[src/rtl/sport_pkg.sv]
`default_nettype none
// ============================================================================
//  Module      : sport_pkg
//  Description : Shared constants and types for the SPORT0 clock/frame-sync
//                generator.
//  Revision    : 1.0 - initial release
// ============================================================================
package sport_pkg;

    localparam int CW  = 16;
    localparam int WCW = 5;

    localparam logic c_sclk_idle = 1'b0;
    // Frame-sync idle level before the INVxFS polarity is applied
    localparam logic c_fs_idle   = 1'b0;

    typedef enum logic {
        FSW_NORMAL = 1'b0,
        FSW_ALT    = 1'b1
    } fsw_mode_e;

endpackage
`default_nettype wire

[src/rtl/sport0_clkfs_gen_if.sv]
`default_nettype none
// ============================================================================
//  Module      : sport0_clkfs_gen_if
//  Description : Control-register and serialiser-facing signals of the SPORT0
//                clock/frame-sync generator.
//  Revision    : 1.0 - initial release
// ============================================================================
interface sport0_clkfs_gen_if #(
    parameter int CW = sport_pkg::CW
);
    import sport_pkg::*;

    logic           SPEN;
    logic [CW-1:0]  SCLKDIV;
    logic [CW-1:0]  FSDIV;
    logic           SCLKDIV_we;
    logic           FSDIV_we;
    logic           SCTL_we;
    logic           ISCLK;
    logic           ITFS;
    logic           IRFS;
    logic           FSW;
    logic           INVTFS;
    logic           INVRFS;
    logic [WCW-1:0] SLEN;
    logic           TX_PEND;

    logic           SCLK_int;
    logic           SCLK_rise;
    logic           SCLK_fall;
    logic           TFS_int;
    logic           RFS_int;
    logic           TFS_ack;

    modport master (
        output SPEN, SCLKDIV, FSDIV, SCLKDIV_we, FSDIV_we, SCTL_we,
               ISCLK, ITFS, IRFS, FSW, INVTFS, INVRFS, SLEN, TX_PEND,
        input  SCLK_int, SCLK_rise, SCLK_fall, TFS_int, RFS_int, TFS_ack
    );

    modport slave (
        input  SPEN, SCLKDIV, FSDIV, SCLKDIV_we, FSDIV_we, SCTL_we,
               ISCLK, ITFS, IRFS, FSW, INVTFS, INVRFS, SLEN, TX_PEND,
        output SCLK_int, SCLK_rise, SCLK_fall, TFS_int, RFS_int, TFS_ack
    );

endinterface
`default_nettype wire

[src/rtl/sport_dncnt.sv]
`default_nettype none
// ============================================================================
//  Module      : sport_dncnt
//  Description : Loadable down-counter with advance enable, restart load and
//                zero flag; reloads on advance from zero.
//  Revision    : 1.0 - initial release
// ============================================================================
module sport_dncnt #(
    parameter int CW = sport_pkg::CW
) (
    input  wire logic          clk,
    input  wire logic          rst_n,
    input  wire logic          i_en,
    input  wire logic          i_restart,
    input  wire logic [CW-1:0] i_restart_val,
    input  wire logic [CW-1:0] i_reload_val,
    output logic               o_zero
);

    logic [CW-1:0] r_cnt;

    always_ff @(posedge clk or negedge rst_n) begin
        if (!rst_n) begin
            r_cnt <= '0;
        end else if (i_restart) begin
            r_cnt <= i_restart_val;
        end else if (i_en) begin
            r_cnt <= (r_cnt == '0) ? i_reload_val : r_cnt - CW'(1);
        end
    end

    assign o_zero = (r_cnt == '0);

endmodule
`default_nettype wire

[src/rtl/sport0_clkfs_gen.sv]
`default_nettype none
// ============================================================================
//  Module      : sport0_clkfs_gen
//  Description : SPORT0 internal serial-clock divider and TFS/RFS frame-sync
//                generator with transmit-start handshake.
//  Revision    : 1.0 - initial release
// ============================================================================
module sport0_clkfs_gen #(
    parameter int CW = sport_pkg::CW
) (
    input  wire logic         DSPCLK,
    input  wire logic         RSTn,
    sport0_clkfs_gen_if.slave bus
);
    import sport_pkg::*;

    logic           w_en;
    logic           w_restart;
    logic           w_hold;
    logic           w_dzero;
    logic           w_fzero;
    logic           w_rise;
    logic           w_fall;
    logic           w_bound;
    logic           w_tfs_go;
    logic           w_rfs_go;
    logic [WCW-1:0] w_len;

    logic           r_spen_d;
    logic           r_sclk;
    logic           r_rise;
    logic           r_fall;
    logic           r_ack;
    logic           r_tact;
    logic           r_ract;
    logic [WCW-1:0] r_twcnt;
    logic [WCW-1:0] r_rwcnt;

    assign w_en      = bus.SPEN & bus.ISCLK;
    assign w_restart = bus.SCLKDIV_we | bus.FSDIV_we | bus.SCTL_we | (r_spen_d & ~bus.SPEN);
    // Disabled and restarting both park every counter at its load value
    assign w_hold    = ~w_en | w_restart;

    assign w_rise    = ~w_hold & w_dzero & ~r_sclk;
    assign w_fall    = ~w_hold & w_dzero &  r_sclk;
    assign w_bound   = w_rise & w_fzero;
    assign w_tfs_go  = w_bound & bus.ITFS & bus.TX_PEND;
    assign w_rfs_go  = w_bound & bus.IRFS;
    assign w_len     = (fsw_mode_e'(bus.FSW) == FSW_ALT) ? bus.SLEN : '0;

    sport_dncnt #(.CW(CW)) u_dcnt (
        .clk           (DSPCLK),
        .rst_n         (RSTn),
        .i_en          (1'b1),
        .i_restart     (w_hold),
        .i_restart_val (bus.SCLKDIV),
        .i_reload_val  (bus.SCLKDIV),
        .o_zero        (w_dzero)
    );

    // Parked at zero so the first SCLK rise after enable/restart is a boundary
    sport_dncnt #(.CW(CW)) u_fcnt (
        .clk           (DSPCLK),
        .rst_n         (RSTn),
        .i_en          (w_rise),
        .i_restart     (w_hold),
        .i_restart_val ('0),
        .i_reload_val  (bus.FSDIV),
        .o_zero        (w_fzero)
    );

    always_ff @(posedge DSPCLK or negedge RSTn) begin
        if (!RSTn) begin
            r_spen_d <= 1'b0;
            r_sclk   <= c_sclk_idle;
            r_rise   <= 1'b0;
            r_fall   <= 1'b0;
            r_ack    <= 1'b0;
            r_tact   <= c_fs_idle;
            r_ract   <= c_fs_idle;
            r_twcnt  <= '0;
            r_rwcnt  <= '0;
        end else begin
            r_spen_d <= bus.SPEN;
            if (w_hold) begin
                r_sclk  <= c_sclk_idle;
                r_rise  <= 1'b0;
                r_fall  <= 1'b0;
                r_ack   <= 1'b0;
                r_tact  <= c_fs_idle;
                r_ract  <= c_fs_idle;
                r_twcnt <= '0;
                r_rwcnt <= '0;
            end else begin
                r_sclk <= r_sclk ^ w_dzero;
                r_rise <= w_rise;
                r_fall <= w_fall;
                r_ack  <= w_tfs_go;
                // A boundary always re-arms the width, truncating an overlong pulse
                if (w_bound) begin
                    r_tact  <= w_tfs_go;
                    r_twcnt <= w_tfs_go ? w_len : '0;
                    r_ract  <= w_rfs_go;
                    r_rwcnt <= w_rfs_go ? w_len : '0;
                end else if (w_rise) begin
                    if (r_twcnt == '0) r_tact  <= c_fs_idle;
                    else               r_twcnt <= r_twcnt - WCW'(1);
                    if (r_rwcnt == '0) r_ract  <= c_fs_idle;
                    else               r_rwcnt <= r_rwcnt - WCW'(1);
                end
            end
        end
    end

    assign bus.SCLK_int  = r_sclk;
    assign bus.SCLK_rise = r_rise;
    assign bus.SCLK_fall = r_fall;
    assign bus.TFS_ack   = r_ack;
    assign bus.TFS_int   = (r_tact & bus.ITFS) ^ bus.INVTFS;
    assign bus.RFS_int   = (r_ract & bus.IRFS) ^ bus.INVRFS;

endmodule
`default_nettype wire

[src/flat_wrapper.sv]
// flat-port wrapper written by rule: the top's interface ports become plain ports
module sport0_clkfs_gen_flat import sport_pkg::*;
#(
    parameter int CW = sport_pkg::CW
)
  (DSPCLK, RSTn, bus_SPEN, bus_SCLKDIV, bus_FSDIV, bus_SCLKDIV_we, bus_FSDIV_we, bus_SCTL_we, bus_ISCLK, bus_ITFS, bus_IRFS, bus_FSW, bus_INVTFS, bus_INVRFS, bus_SLEN, bus_TX_PEND, bus_SCLK_int, bus_SCLK_rise, bus_SCLK_fall, bus_TFS_int, bus_RFS_int, bus_TFS_ack);
  sport0_clkfs_gen_if #(.CW(CW)) bus_i ();
  input  wire logic DSPCLK;
  input  wire logic RSTn;
  input wire logic [$bits(bus_i.SPEN)-1:0] bus_SPEN;
  input wire logic [$bits(bus_i.SCLKDIV)-1:0] bus_SCLKDIV;
  input wire logic [$bits(bus_i.FSDIV)-1:0] bus_FSDIV;
  input wire logic [$bits(bus_i.SCLKDIV_we)-1:0] bus_SCLKDIV_we;
  input wire logic [$bits(bus_i.FSDIV_we)-1:0] bus_FSDIV_we;
  input wire logic [$bits(bus_i.SCTL_we)-1:0] bus_SCTL_we;
  input wire logic [$bits(bus_i.ISCLK)-1:0] bus_ISCLK;
  input wire logic [$bits(bus_i.ITFS)-1:0] bus_ITFS;
  input wire logic [$bits(bus_i.IRFS)-1:0] bus_IRFS;
  input wire logic [$bits(bus_i.FSW)-1:0] bus_FSW;
  input wire logic [$bits(bus_i.INVTFS)-1:0] bus_INVTFS;
  input wire logic [$bits(bus_i.INVRFS)-1:0] bus_INVRFS;
  input wire logic [$bits(bus_i.SLEN)-1:0] bus_SLEN;
  input wire logic [$bits(bus_i.TX_PEND)-1:0] bus_TX_PEND;
  output wire logic [$bits(bus_i.SCLK_int)-1:0] bus_SCLK_int;
  output wire logic [$bits(bus_i.SCLK_rise)-1:0] bus_SCLK_rise;
  output wire logic [$bits(bus_i.SCLK_fall)-1:0] bus_SCLK_fall;
  output wire logic [$bits(bus_i.TFS_int)-1:0] bus_TFS_int;
  output wire logic [$bits(bus_i.RFS_int)-1:0] bus_RFS_int;
  output wire logic [$bits(bus_i.TFS_ack)-1:0] bus_TFS_ack;
  assign bus_i.SPEN = bus_SPEN;
  assign bus_i.SCLKDIV = bus_SCLKDIV;
  assign bus_i.FSDIV = bus_FSDIV;
  assign bus_i.SCLKDIV_we = bus_SCLKDIV_we;
  assign bus_i.FSDIV_we = bus_FSDIV_we;
  assign bus_i.SCTL_we = bus_SCTL_we;
  assign bus_i.ISCLK = bus_ISCLK;
  assign bus_i.ITFS = bus_ITFS;
  assign bus_i.IRFS = bus_IRFS;
  assign bus_i.FSW = bus_FSW;
  assign bus_i.INVTFS = bus_INVTFS;
  assign bus_i.INVRFS = bus_INVRFS;
  assign bus_i.SLEN = bus_SLEN;
  assign bus_i.TX_PEND = bus_TX_PEND;
  assign bus_SCLK_int = bus_i.SCLK_int;
  assign bus_SCLK_rise = bus_i.SCLK_rise;
  assign bus_SCLK_fall = bus_i.SCLK_fall;
  assign bus_TFS_int = bus_i.TFS_int;
  assign bus_RFS_int = bus_i.RFS_int;
  assign bus_TFS_ack = bus_i.TFS_ack;
  sport0_clkfs_gen #(.CW(CW)) u_core (.DSPCLK(DSPCLK), .RSTn(RSTn), .bus(bus_i));
endmodule
[config.mk]
export PLATFORM = sky130hd
export DESIGN_NAME = sport0_clkfs_gen_flat
export DESIGN_NICKNAME = d
export VERILOG_FILES = /design/src/rtl/sport_pkg.sv /design/src/rtl/sport0_clkfs_gen_if.sv /design/src/rtl/sport_dncnt.sv /design/src/rtl/sport0_clkfs_gen.sv /design/src/flat_wrapper.sv
export SDC_FILE = /design/constraint.sdc
export NUM_CORES = 1
export LEC_CHECK = 0
export CAP_MARGIN = 10
export CORE_MARGIN = 1
export CORE_UTILIZATION = 52
export CTS_CLUSTER_DIAMETER = 40
export DETAILED_ROUTE_END_ITERATION = 10
export PLACE_DENSITY = 0.79
export SYNTH_ARGS = -nofsm -noshare
export SYNTH_HDL_FRONTEND = slang
export SYNTH_SLANG_ARGS = --single-unit
export TNS_END_PERCENT = 50
[constraint.sdc]
create_clock -name DSPCLK -period 3.4 [get_ports DSPCLK]
set_clock_uncertainty 0.2 [all_clocks]
set_input_delay 0.51 -clock DSPCLK [delete_from_list [all_inputs] [get_ports DSPCLK]]
set_output_delay 0.51 -clock DSPCLK [all_outputs]
set_load 0.02 [all_outputs]
==> impl_table.tex <==
\begin{tabular}{lr}
\hline
Metric & Value \\
\hline
\multicolumn{2}{l}{\textbf{Outcome}} \\
\quad Status & finished, final reports clean \\
\multicolumn{2}{l}{\textbf{Synth}} \\
\quad Number of flip-flops and latches in the synthesized netlist & 48 \\
\quad Number of nets in the synthesized netlist & a little over 400 \\
\quad Number of flops mapped to enable cells by yosys & 0 \\
\quad Average cell area after synthesis & 8.50 um\^{}2 \\
\quad Fraction of synthesis flops using an asynchronous set or reset pin & 100\% \\
\quad Post-synthesis cell type count & 45 \\
\quad Commonest register cell after synthesis & dfrtp\_1 \\
\quad Number of warnings printed during yosys synthesis & 0 \\
\quad Mapped Cells & 347 \\
\quad Netlist Area Pre-Place & between 2000 and 3000 um\^{}2 \\
\quad Sequential cell area fraction in the yosys report & between 40 and 50\% \\
\multicolumn{2}{l}{\textbf{Power and ir drop}} \\
\quad Portion of total power attributed to the clock network & 36.4\% \\
\quad Portion of total power attributed to sequential cells & 52.4\% \\
\quad Maximum resistive drop on vdd & 195 uV \\
\quad Leakage component of the power & approximately 1.5 nW \\
\quad Internal Power & around 0.00087 W \\
\quad Switching share of power & between 20\% and 30\% \\
\quad Pwr Density & around 310 nW/um\^{}2 \\
\quad Combinational group share of total power & approximately 11\% \\
\quad Switching power & around 0.00026 W \\
\multicolumn{2}{l}{\textbf{Setup path}} \\
\quad Capture point of the worst reg-to-reg path & u\_core.r\_tact \\
\quad Slowest cell on the critical path & or4\_2 \\
\quad Arr. time, crit path & about 2.9 ns \\
\quad Startpoint of the worst register-to-register path & u\_core.u\_dcnt.r\_cnt[5] \\
\quad Capture point of the worst path & u\_core.r\_tact \\
\quad Most numerous cell on the critical path & o21a\_1 \\
\quad Worst-case reg-to-reg path depth & 5 \\
\quad WS Path Type & register to register \\
\quad Type of element capturing the critical path & register \\
\quad Critical Path RT & around 3.4 ns \\
\quad Worst Path Max Fanout & 12 \\
\quad Delay of the slowest critical-path stage & between 0.7 and 0.8 ns \\
\quad FF-to-FF setup slack & $\sim$0.53 ns \\
\quad Crit-path cells & or4\_4 -> or3\_4 -> or4\_2 -> o21a\_1 -> o21a\_1 \\
\quad Element type at the critical path start & register \\
\quad Start point of the critical path & u\_core.u\_dcnt.r\_cnt[5] \\
\multicolumn{2}{l}{\textbf{Layout}} \\
\quad Number of antenna cells inserted & 0 \\
\quad Final-stage net count & around 460 \\
\quad Share of the core filled with cells & 67.8\% \\
\quad Ratio of cells with drive above 1 in the final layout & about 8.0\% \\
\quad Synthesis-to-layout area growth & 25.8\% \\
\multicolumn{2}{l}{\textbf{Job}} \\
\quad Max-cap viol count & 0 \\
\multicolumn{2}{l}{\textbf{Worst hold path}} \\
\quad Min-delay worst type & input pin to asynchronous set/reset pin \\
\multicolumn{2}{l}{\textbf{Drt}} \\
\quad Count of vias placed by the detailed router & 2843 \\
\quad Drt first pass iters & 4 \\
\quad Per-cell routed wire length & between 15 and 20 um \\
\quad Total detailed-routing wirelength & between 7000 and 8000 um \\
\quad Per-cell via count in the routed design & 6.00 \\
\quad Post-detailed-route count of antenna-violating nets & 0 \\
\quad Iteration-0 DRC Markers & 272 \\
\quad Number of remaining DRC errors & 0 \\
\multicolumn{2}{l}{\textbf{Timing}} \\
\quad Number of hold violations in the final report & 0 \\
\quad Unrepaired setup endpoints after global routing & false \\
\quad Number of setup violations in the final report & 0 \\
\quad Share of the cycle needed by the critical path after routing & about 84\% \\
\quad Final critical-path required period & about 2.9 ns \\
\quad Highest clock rate & $\sim$0.35 GHz \\
\quad Slew at the pin with the worst max-slew slack & between 1 and 1.5 ns \\
\quad Setup tns final & 0 ns \\
\quad Max transition margin & about 28\% \\
\quad Slew Limit Fails & 0 \\
\multicolumn{2}{l}{\textbf{Clock network}} \\
\quad Clk sinks & 48 \\
\quad Number of setup buffers added after CTS & 0 \\
\quad Depth of the CTS H-tree & 2 \\
\quad Cts bufs inserted & 5 \\
\quad Clock-pin slew on the worst setup and hold paths & approximately 0.090 ns \\
\quad Hold-fix buffers at CTS & 0 \\
\quad Clock insertion delay at the later pin of the skew report & just over 0.3 ns \\
\quad CTS root buf & clkbuf\_8 \\
\quad Clock tree from TritonCTS & built \\
\quad Buffer depth of the longest clock path & 2 \\
\quad Number of gates resized after CTS & 0 \\
\multicolumn{2}{l}{\textbf{Global routing}} \\
\quad Pin count of the biggest net entering global routing & 49 \\
\quad Vias in the first global route & approximately 2800 \\
\quad Aggregate global-route resource usage & a little over a quarter \\
\quad Global-route wire length before repair & 12600 um \\
\quad Total congestion overflow & 0 \\
\quad Initial antenna violation count & 0 \\
\multicolumn{2}{l}{\textbf{Floorplan}} \\
\quad Effective utilization at floorplan & between 50 and 60\% \\
\quad Io pins & 56 \\
\quad \# rows & 27 \\
\quad Placeable core region & $\sim$5500 um\^{}2 \\
\quad Die extent in y & 77.3 um \\
\quad Die outline area & about 6000 um\^{}2 \\
\quad Width of the die & approximately 77 um \\
\multicolumn{2}{l}{\textbf{Place}} \\
\quad Detailed placer's ending HPWL & approximately 5300 um \\
\quad Placer's final routability congestion estimate & around 0.85 \\
\quad Count of input and output buffers & 55 \\
\hline
\end{tabular}
critical path: cells and delay by family (launching register included):
kind,cells,cell delay [ns]
and+or+nand+nor,3,1.76
DFF,1,0.40
AOI/OAI and AO/OA,2,0.40
synthesized netlist by cell type (all sizes together), types with 4 or more instances:
| cell type | count | share of area [%] |
|---|---|---|
| nor4 | 14 | 3.0 |
| nand2 | 20 | 2.5 |
| o211ai | 7 | 1.8 |
| a21oi | 39 | 6.6 |
| inv | 9 | 1.1 |
| or4 | 12 | 3.2 |
| or3 | 7 | 1.8 |
| nor4b | 7 | 2.1 |
| nand4 | 4 | 0.85 |
| clkbuf | 17 | 2.2 |
| nand3 | 9 | 1.5 |
| and3 | 5 | 1.1 |
| xnor2 | 8 | 2.4 |
| a31o | 4 | 1.2 |
| xor2 | 8 | 2.4 |
| o31ai | 4 | 1.0 |
| and2 | 4 | 0.85 |
| o21ai | 25 | 4.2 |
| nor3 | 15 | 2.5 |
| ha | 7 | 3.0 |
| dfrtp | 48 | 41 |
| nor2 | 44 | 5.6 |
cells in the final DEF, fill, tap and decap left out, drive strengths merged, types with 2 or more instances in the layout:
cell / count
nor3: 15
or3: 7
o211ai: 7
nand3: 9
and2: 4
xnor2: 8
and3: 5
nor3b: 2
or4: 12
buf: 12
o21ai: 25
nor2: 44
nor4b: 7
o31ai: 4
o41ai: 2
clkdlybuf4s50: 54
nand2: 20
inv: 9
nand4: 4
a31o: 4
nor4: 14
o21a: 3
o2bb2ai: 2
xor2: 8
and4: 3
a21oi: 39
dfrtp: 48
a31oi: 3
ha: 7
clkbuf: 5
o21bai: 2
flip-flops by register name, indices dropped and copies added (netlist names):
signal / flops
u_core.u_dcnt.r_cnt: 16
u_core.u_fcnt.r_cnt: 16
u_core.r_rwcnt: 5
u_core.r_twcnt: 5
u_core.bus.SCLK_fall: 1
u_core.bus.SCLK_int: 1
u_core.bus.SCLK_rise: 1
u_core.bus.TFS_ack: 1
u_core.r_ract: 1
u_core.r_tact: 1
cell families (layout without fill, tap and decap cells):
group                    count (synthesis)  count (layout)  share of synthesized area, %
multiplexers                             2               2                         0.722
XOR/XNOR                                16              16                          4.75
buffers and inverters                   28              83                          3.86
adder cells (fa/ha/maj)                  7               7                          2.97
AO/OA/AOI/OAI                           97              97                          19.6
AND/OR/NAND/NOR                        149             149                          27.3
flip-flops                              48              48                          40.7
power by group through the flow:
stage | Combinational (W) | Sequential, W | Clock, W
2_1_floorplan | 0.0000437 | 0.000603 | 0
3_3_place_gp | 0.000126 | 0.000605 | 0
3_5_place_dp | 0.000128 | 0.000606 | 0
4_1_cts | 0.000129 | 0.000595 | 0.000423
5_1_grt | 0.000141 | 0.000597 | 0.000446
6_report | 0.000128 | 0.000595 | 0.000413
layout make-up:
class / instances / area [um^2]
fillers: 457 / 1760
multi-input cells: 271 / 1650
flip-flops and latches: 48 / 1200
repair buffers: 66 / 628
well taps: 72 / 90.1
clock buffers: 5 / 68.8
clock inverters: 3 / 42.5
inverters: 9 / 33.8
per-stage QoR:
| step | setup slack (ns) | std cells | hold slack, ns | total power [W] | instance area [um^2] |
|---|---|---|---|---|---|
| after global placement | 0.393 | 466 | 0.302 | 0.000731 | 3600 |
| final | 0.532 | 474 | 0.205 | 0.00114 | 3710 |
| after global routing | 0.495 | 474 | 0.294 | 0.00118 | 3710 |
| after detailed placement | 0.364 | 466 | 0.314 | 0.000734 | 3600 |
| after CTS | 0.531 | 474 | 0.240 | 0.00115 | 3710 |
| after floorplan | 0.730 | 347 | 0.0144 | 0.000647 | 2950 |
how the worst min path moves through the flow:
stage | from | endpoint | slack, ns | cells after the start
2_1_floorplan | RSTn | u_core.bus.SCLK_fall | 0.01 | 0
3_3_place_gp | u_core.u_fcnt.r_cnt[15] | u_core.u_fcnt.r_cnt[15] | 0.30 | 1
3_5_place_dp | u_core.u_fcnt.r_cnt[15] | u_core.u_fcnt.r_cnt[15] | 0.31 | 1
4_1_cts | RSTn | u_core.u_fcnt.r_cnt[14] | 0.24 | 1
5_1_grt | RSTn | u_core.r_rwcnt[1] | 0.29 | 1
6_report | RSTn | u_core.u_dcnt.r_cnt[5] | 0.20 | 1
routing by layer:
metal	GRT usage [%]	routed length (um)
met1	32.2	3130
met2	46.5	3780
met3	4.40	453
met4	9.43	98
met5	0	0
(Power assumes the default switching activity.)
